$ cat src/rtl/imem_arbiter.sv
// Instruction-memory arbiter: shares one synchronous 64-bit memory port between
// core fetch and the loader/debug port, routing read data back to its requester.
module imem_arbiter #(
    parameter int ADDR_W    = 10,
    parameter int DATA_W    = 64,
    parameter int MAX_BURST = 4
) (
    input  logic              clock_i,
    input  logic              reset_i,

    input  logic              fetch_req_i,
    input  logic [ADDR_W-1:0] fetch_addr_i,
    output logic              fetch_gnt_o,
    output logic              fetch_stall_o,
    output logic              fetch_valid_o,
    output logic [DATA_W-1:0] fetch_data_o,

    input  logic              ldr_req_i,
    input  logic              ldr_we_i,
    input  logic [ADDR_W-1:0] ldr_addr_i,
    input  logic [DATA_W-1:0] ldr_wdata_i,
    output logic              ldr_gnt_o,
    output logic              ldr_valid_o,
    output logic [DATA_W-1:0] ldr_rdata_o,

    output logic              mem_re_o,
    output logic              mem_we_o,
    output logic [ADDR_W-1:0] mem_addr_o,
    output logic [DATA_W-1:0] mem_wdata_o,
    input  logic [DATA_W-1:0] mem_rdata_i
);

    localparam logic [3:0] BURST_LIMIT = 4'(MAX_BURST);

    logic [3:0]        burst_cnt;
    logic              rsp_fetch;
    logic              rsp_ldr;
    logic [DATA_W-1:0] fetch_hold;
    logic [DATA_W-1:0] ldr_hold;

    // Loader wins contention until it has taken BURST_LIMIT grants in a row.
    always_comb begin
        fetch_gnt_o = 1'b0;
        ldr_gnt_o   = 1'b0;
        if (!reset_i) begin
            if (fetch_req_i && ldr_req_i) begin
                if (burst_cnt < BURST_LIMIT) ldr_gnt_o   = 1'b1;
                else                         fetch_gnt_o = 1'b1;
            end else if (fetch_req_i) begin
                fetch_gnt_o = 1'b1;
            end else if (ldr_req_i) begin
                ldr_gnt_o = 1'b1;
            end
        end
    end

    assign fetch_stall_o = fetch_req_i & ~fetch_gnt_o;

    assign mem_re_o    = fetch_gnt_o | (ldr_gnt_o & ~ldr_we_i);
    assign mem_we_o    = ldr_gnt_o & ldr_we_i;
    assign mem_addr_o  = ldr_gnt_o ? ldr_addr_i : fetch_addr_i;
    assign mem_wdata_o = ldr_gnt_o ? ldr_wdata_i : '0;

    // Gating with reset lets a reset in the response cycle squash that response.
    assign fetch_valid_o = rsp_fetch & ~reset_i;
    assign ldr_valid_o   = rsp_ldr & ~reset_i;
    assign fetch_data_o  = fetch_valid_o ? mem_rdata_i : fetch_hold;
    assign ldr_rdata_o   = ldr_valid_o ? mem_rdata_i : ldr_hold;

    always_ff @(posedge clock_i) begin
        if (reset_i) begin
            burst_cnt  <= 4'd0;
            rsp_fetch  <= 1'b0;
            rsp_ldr    <= 1'b0;
            fetch_hold <= '0;
            ldr_hold   <= '0;
        end else begin
            rsp_fetch <= fetch_gnt_o;
            rsp_ldr   <= ldr_gnt_o & ~ldr_we_i;
            if (rsp_fetch) fetch_hold <= mem_rdata_i;
            if (rsp_ldr)   ldr_hold   <= mem_rdata_i;
            if (!fetch_req_i || fetch_gnt_o)
                burst_cnt <= 4'd0;
            else if (ldr_gnt_o)
                burst_cnt <= burst_cnt + 4'd1;
        end
    end

endmodule

$ cat config.mk
export PLATFORM = sky130hd
export DESIGN_NAME = imem_arbiter
export DESIGN_NICKNAME = d
export VERILOG_FILES = /design/src/rtl/imem_arbiter.sv
export SDC_FILE = /design/constraint.sdc
export NUM_CORES = 1
export LEC_CHECK = 0
export ABC_AREA = 1
export CORE_MARGIN = 2
export CORE_UTILIZATION = 35
export CTS_CLUSTER_DIAMETER = 40
export DETAILED_ROUTE_END_ITERATION = 8
export PLACE_DENSITY = 0.75
export SYNTH_ARGS = -nofsm -noshare
export SYNTH_HDL_FRONTEND = slang
export SYNTH_SLANG_ARGS = --single-unit
$ cat constraint.sdc
create_clock -name clock_i -period 1.45 [get_ports clock_i]
set_input_delay 0.29 -clock clock_i [delete_from_list [all_inputs] [get_ports clock_i]]
set_output_delay 0.29 -clock clock_i [all_outputs]
set_load 0.01 [all_outputs]
* Word level (Yosys, flattened, before mapping)
Cells that the tools add are included.
** Storage, ports and cells
- Register bits :: 134
- Input port bits :: 153
- Word-level logic and storage cells :: 33
- Output and inout bits :: 209
** Cells by class
- $add $sub $neg :: 1
- Bitwise gates (word level) :: 9
- Multiplexer cells :: 13
- Reduce and logical (&&, ||, !) cells :: 4
- Order comparisons :: 1
** Operator list (count)
- $mux W64 :: 3
- $mux W10 :: 1
- $mux W1 :: 9
- $and A1 B1 Y1 :: 5
- $add A4 B1 Y4 const B :: 1
- $lt A4 B3 Y1 const B :: 1
- $not A1 Y1 :: 3
- $reduce_or A2 Y1 :: 1
- $logic_and A1 B1 Y1 :: 1
- $logic_not A1 Y1 :: 1
- $logic_or A1 B1 Y1 :: 1
- $or A1 B1 Y1 :: 1

* Depth between registers and ports, before layout
Gate-level depths: netlist (run 1).
- Depth in word-level cells :: 6
- Gate-level depth with buffers :: 8
- Depth with buffers taken out :: 7

* Worst setup path after synthesis (run 1)
No wires, ideal clock.
- Path kind :: reg-to-output
- Start :: reg burst_cnt[2]
- End :: out mem_re_o
- Data arrival time :: 1.030 ns
- Data required time :: 1.160 ns
- Stages on the path, launching flop included :: 7
- Buffers on the path :: 1
- Setup slack :: 0.130 ns
- Cells stage by stage :: dfxtp_1 > nor2_1 > nand2_1 > nand2_2 > nand2_4 > buf_6 > o21ai_0
** Between the ends
- Longest elaborated chain between the ends :: 6
- Elaborated cells on any way between the ends :: 9
- Those cells by class :: order compare: 1; mux: 6; bitwise: 2
** RTL lines
- start: declaration :: RTL line 35 : logic [3:0] burst_cnt;
- start signal: assignment :: RTL line 85 : burst_cnt <= burst_cnt + 4'd1;
- $lt A4 B3 Y1 * :: RTL line 47 : if (burst_cnt < BURST_LIMIT) ldr_gnt_o = 1'b1;
- $mux W1 :: RTL line 47
- $mux W1 :: RTL line 46 : if (fetch_req_i && ldr_req_i) begin
- $mux W1 :: RTL line 45 : if (!reset_i) begin
- $and A1 B1 Y1 :: RTL line 59 : assign mem_re_o = fetch_gnt_o | (ldr_gnt_o & ~ldr_we_i);
- $or A1 B1 Y1 * :: RTL line 59
- end: declaration :: RTL line 26 : output logic mem_re_o,
Mark *: on every way between the ends. The rest lies on a longest branch, timed or not.

* Final worst setup path (run 1)
- Start :: reg burst_cnt[2]
- End :: out mem_wdata_o[21]
** Between the ends
- Longest elaborated chain between the ends :: 5
** RTL lines
- $lt A4 B3 Y1 :: RTL line 47
- $mux W1 :: RTL line 47
- $mux W1 :: RTL line 46
- $mux W1 :: RTL line 45
- $mux W64 :: RTL line 62 : assign mem_wdata_o = ldr_gnt_o ? ldr_wdata_i : '0;
- end: declaration :: RTL line 29 : output logic [DATA_W-1:0] mem_wdata_o,
No other way between the ends.

==> run summary, run 1 <==
Outcome - complete, but fails checks
Failing checks - setup timing
Top post-synthesis cells by area - dfxtp_1 (36%), o22ai_2 (16%), inv_1 (14%), nand2_1 (8.3%), buf_6 (5.4%)
Max Slew Vio Count - 0
Final hold violation count - 0
Flops & latches, synth - 134
Vias in the first global route - 8,078
CP Data Arrival Time - 1.75 ns
Post-Route WL - 31.1 mm
Synth Cell Area - 0.00735 sq mm
Synth cell types - 24
Hold Slack - 0.316 ns
R2r setup slk - 0.01 ns
Clk Latency, worst-skew pair - 0.42 ns
Startpoint Class - register
Final WS setup - -0.592 ns
Setup violations, final - 209
Placed Instances - 1,670
DP HPWL - 19.1 mm
Area taken by multi-input logic gates - 0.00397 sq mm
Syn avg cell area - 7.57 sq um
Detail Route Antenna Nets - 0
Area grow syn2layout - 92.4%
Hold Crit Class - primary input to register
DP Area - 0.0119 sq mm
Clk buf depth - 2
Setup TNS - -84.25 ns
Share of the synthesized area in the top cell type - 36.5%
Drt pass-1 iters - 6
Synth warnings - 0
Core Region - 0.0208 sq mm
Fin crit share - 141%
Die height - 149 microns
# fillers - 1,622
Clock Skews - 0.00670 ns
Worst hold stages - 4
TritonCTS Sinks - 134
Most common cell after layout, fill and taps aside - inv_1
Maxcap violations - 0
GRT Resource Usage Total - 24.0%
Largest net degree at the start of global routing - 28
Total Nets Final - 1,655
VDD IR max - 0.580 mV
Number of antenna violations at the first check in global routing - 1
Leak pwr - 6.57 nW
Max Fclk - 490 MHz
WP data required - 1.16 ns
Starting Density - 35.3%
# hold bufs at CTS - 0
Critical path type - register to primary output
CTS clk-pin slew, worst paths - 0.06 ns
Total number of vias - 8,554
CTS Root Cell - clkbuf_16
Seq/Total Area, Yosys - 36.5%
Layout cells sized above 1 - 50.3%
DRC errors left - 0
CTS tree - built
Cell depth of the worst flop-to-flop path - 6
Tot Pwr - 11.2 mW
Fin crit period - 2.04 ns
Aggregate global routing overflow - 0
Standard-cell rows - 53
Hold Path Origin - fetch_req_i
Area of the die - 0.0222 sq mm
Largest area contributor in the netlist - dfxtp_1
Syn nets - 1,125
Post-layout util - 67.9%
Reg2reg end - fetch_hold[40]
DRT iter0 DRCs - 288
RR Startpoint - rsp_fetch
Final Wtd Congestion - 0.841
Post-Synthesis Cells - 971
H-tree levels - 4
I/O pin count - 362
PortBufs - 361
CTS buffer count - 17
Routed wire per std cell - 17.4 microns
Design Area, Final - 0.0141 sq mm
PwrDens - 793 mW/mm^2
RSZ-0062 raised after global routing - yes
Worst setup EP type - primary output
Most frequent cells in the layout - inv_1 (264), clkdlybuf4s50_1 (150), buf_4 (139)
Chip width - 149 microns
Fin cells - 1,790
Hold Path End - burst_cnt[0]
First-pass GRT wire length - 41.8 mm
Via/cell ratio - 4.78
Reg area - 0.00269 sq mm
Setup Slack @ Placement - -0.969 ns
Maximum fanout along the worst path - 8
[cells in the mapped netlist, drive strengths merged]
cell type / n
inv: 270
nand2: 167
dfxtp: 134
o21ai: 130
o22ai: 127
nor2: 70
buf: 57
clkbuf: 7
nand3: 3
nand4: 2
or2: 2
conb: 1
ha: 1
[layer usage]
metal	vias up	GRT usage, %	part of all wire (%)
li1	4098	-	-
met1	4068	25.0	36
met2	308	44.3	53
met3	80	6.73	5.9
met4	0	11.8	4.5
met5	-	0	0
[how the worst max path moves through the flow]
stage | from | endpoint | slack (ns) | cells past startpoint
2_1_floorplan | burst_cnt[2] | mem_re_o | 0.13 | 6
3_3_place_gp | fetch_req_i | mem_wdata_o[10] | -0.97 | 9
3_5_place_dp | ldr_req_i | mem_wdata_o[10] | -0.97 | 8
4_1_cts | burst_cnt[2] | mem_addr_o[2] | -0.59 | 9
5_1_grt | burst_cnt[2] | mem_wdata_o[21] | -0.67 | 8
6_report | burst_cnt[2] | mem_wdata_o[21] | -0.59 | 8
[cell families (layout without fill, tap and decap cells)]
group,count (synthesis),in the layout,synth area share [%]
compound gates,257,257,27.7
other cells,1,2,0.0510
simple gates,244,247,13.9
fa+ha+maj,1,1,0.170
buf+inv,334,874,21.6
flops,134,134,36.5
[final cells by class]
type / count / area share [%]
diodes: 1 / 0.0177
inverters: 270 / 7.38
flip-flops and latches: 134 / 19.0
well taps: 275 / 2.43
repair buffers: 571 / 38.8
repair inverters: 1 / 0.115
multi-input cells: 506 / 28.0
clock inverters: 14 / 1.05
clock buffers: 18 / 3.10
[report_power, final]
group,internal [mW],switching (mW)
sequential,3.83,0.106
combinational,1.55,1.40
clock,2.59,1.75
[state kept, by name, indices dropped and copies added (netlist names)]
register,cells
ldr_hold,64
fetch_hold,64
rsp_ldr,1
rsp_fetch,1
burst_cnt,4
[what timing repair did]
action / in CTS / in global routing
pin swaps: 5 / 14
endpoints found under the setup margin: 209 / 209
cloned: 15 / 14
buffers inserted: 21 / 44
endpoints found under the hold margin: 0 / 0
resized for setup: 661 / 638
[worst max-delay path: stages (launching register included)]
cell and delay [ns]:
dfxtp_2 0.32, nor2_1 0.09, nand2_1 0.07, nand2_2 0.13, nand2_8 0.12, buf_12 0.17
clkbuf_16 0.16, nor2_2 0.11, buf_2 0.15
(Power assumes the default switching activity.)
==> run 2, diff against run 1 <==
CTS_BUF_LIST = sky130_fd_sc_hd__clkbuf_2   (was default)
SETUP_SLACK_MARGIN = 0.05   (was default)
==> run summary, run 2 (same netlist as run 1, synthesis figures left out) <==
Setup violations, final - 209 (unchanged)
Final hold violation count - 0 (unchanged)
Post-layout util - 71.1% (was 67.9%)
Total Nets Final - 1,704 (was 1,655)
# fillers - 1,519 (was 1,622)
Drt pass-1 iters - 4 (was 6)
Max Slew Vio Count - 0 (unchanged)
Slowest stage delay, CP - 0.37 ns (was 0.32 ns)
Worst setup EP type - primary output (unchanged)
Outcome - complete, but fails checks (unchanged)
Max Fclk - 434 MHz (was 490 MHz)
Area of the die - 0.0222 sq mm (unchanged)
Standard-cell rows - 53 (unchanged)
Aggregate global routing overflow - 0 (unchanged)
H-tree levels - 4 (unchanged)
Via/cell ratio - 4.78 (about the same)
Final WS setup - -0.856 ns (was -0.592 ns)
# hold bufs at CTS - 0 (unchanged)
Setup Slack @ Placement - -0.969 ns (unchanged)
VDD IR max - 0.401 mV (was 0.580 mV)
Hold Slack - 0.241 ns (was 0.316 ns)
Core Region - 0.0208 sq mm (unchanged)
PwrDens - 639 mW/mm^2 (was 793 mW/mm^2)
Clk buf depth - 2 (unchanged)
Fin crit period - 2.31 ns (was 2.04 ns)
TritonCTS Sinks - 134 (unchanged)
Detail Route Antenna Nets - 0 (unchanged)
Critical path type - register to primary output (unchanged)
CTS clk-pin slew, worst paths - 0.25 ns (was 0.06 ns)
CP delay by family, top - simple AND/OR/NAND/NOR gates (unchanged)
Setup TNS - -148.22 ns (was -84.25 ns)
Routed wire per std cell - 17.4 microns (about the same)
Die height - 149 microns (unchanged)
Top Registers - fetch_hold (64), ldr_hold (64), burst_cnt (4) (unchanged)
Worst Path Buf+Inv - 3 (unchanged)
WP data required - 1.16 ns (about the same)
CP Data Arrival Time - 2.02 ns (was 1.75 ns)
Most frequent cells in the layout - inv_1 (264), buf_4 (162), clkdlybuf4s50_1 (152) (was inv_1 (264), clkdlybuf4s50_1 (150), buf_4 (139))
Maxcap violations - 0 (unchanged)
Total number of vias - 8,804 (was 8,554)
Tot Pwr - 9.46 mW (was 11.2 mW)
Worst-path cell chain - nor2_2 -> nand2_2 -> nand2_4 -> nand2_8 -> buf_12 -> buf_12 -> nand2_4 -> nand2_2 -> buf_6 (was nor2_1 -> nand2_1 -> nand2_2 -> nand2_8 -> buf_12 -> clkbuf_16 -> nor2_2 -> buf_2)
Layout cells sized above 1 - 57.6% (was 50.3%)
Startpoint Class - register (unchanged)
PortBufs - 361 (unchanged)
CTS tree - built (unchanged)
Leak pwr - 6.84 nW (was 6.57 nW)
Post-Route WL - 32.0 mm (was 31.1 mm)
I/O pin count - 362 (unchanged)
Starting Density - 35.3% (unchanged)
DRC errors left - 0 (unchanged)
Number of antenna violations at the first check in global routing - 2 (was 1)
GRT Resource Usage Total - 25.7% (was 24.0%)
Area grow syn2layout - 101% (was 92.4%)
Failing checks - setup timing (unchanged)
Clk Latency, worst-skew pair - 0.72 ns (was 0.42 ns)
Largest net degree at the start of global routing - 26 (was 28)
Slowest cell on the critical path - dfxtp_2 (unchanged)
Reg area - 0.00269 sq mm (about the same)
Most common cell after layout, fill and taps aside - inv_1 (unchanged)
RSZ-0062 raised after global routing - yes (unchanged)
Area taken by multi-input logic gates - 0.00442 sq mm (was 0.00397 sq mm)
Maximum fanout along the worst path - 8 (unchanged)
DP HPWL - 19.1 mm (unchanged)
Hold Crit Class - primary input to register (unchanged)
Clock Skews - 0.0419 ns (was 0.00670 ns)
Chip width - 149 microns (unchanged)
Fin crit share - 159% (was 141%)
CTS Root Cell - clkbuf_2 (was clkbuf_16)
Final Wtd Congestion - 0.841 (unchanged)
DRT iter0 DRCs - 311 (was 288)
First-pass GRT wire length - 44.6 mm (was 41.8 mm)
CTS buffer count - 17 (unchanged)
Vias in the first global route - 8,647 (was 8,078)
run 2: cell type report:
| class | instances | share of cell area (%) |
|---|---|---|
| Antenna cell | 2 | 0.0338 |
| Clock buffer | 17 | 0.575 |
| Clock inverter | 15 | 1.03 |
| Inverter | 270 | 6.97 |
| Multi-Input combinational cell | 505 | 29.9 |
| Sequential cell | 134 | 18.2 |
| Tap cell | 275 | 2.32 |
| Timing Repair Buffer | 622 | 41.0 |
run 2: path summary, 6_finish.rpt:
path,start,to,slack [ns],cells after the start
setup reg to reg,rsp_fetch,fetch_hold[47],0.05,7
hold / removal,mem_rdata_i[4],ldr_hold[4],0.24,3
hold reg to reg,ldr_hold[0],ldr_hold[0],0.48,2
setup / recovery,burst_cnt[2],mem_addr_o[5],-0.86,9
run 2: worst min-delay path, delay by kind of cell:
kind                   cells  cell delay, ns
AOI/OAI and AO/OA          1            0.11
buffers and inverters      2            0.56
run 2: where the power goes:
| part | switching, mW | total [mW] | internal (mW) |
|---|---|---|---|
| logic | 1.48 | 3.17 | 1.69 |
| clock network | 1.53 | 2.33 | 0.792 |
| registers | 0.124 | 3.96 | 3.84 |
| total | 3.14 | 9.46 | 6.32 |
run 2: through the flow:
step	cell area, sq um	instances
floorplan	7350	971
global placement	11900	1670
detailed placement	11900	1670
CTS	13300	1797
global route	14800	1840
finish	14800	1840
run 2: what timing repair did:
action / 4_1_cts / 5_1_grt
endpoints found under the setup margin: 209 / 227
cloned: 22 / 8
setup buffers: 81 / 53
pin swaps: 11 / 24
resized for setup: 1135 / 356
run 2: metal layers:
metal	GRT usage [%]	vias to the layer above	wire, microns
met1	26.7	4196	11100
met3	6.18	82	1860
li1	-	4202	-
met2	47.3	322	17500
met5	1.14	-	28
met4	14.4	2	1540
==> run 3, diff against run 2 <==
CAP_MARGIN = 5   (was default)
==> results of run 3 <==
Same layout as run 2: the final DEF is identical, and so are final timing and power.
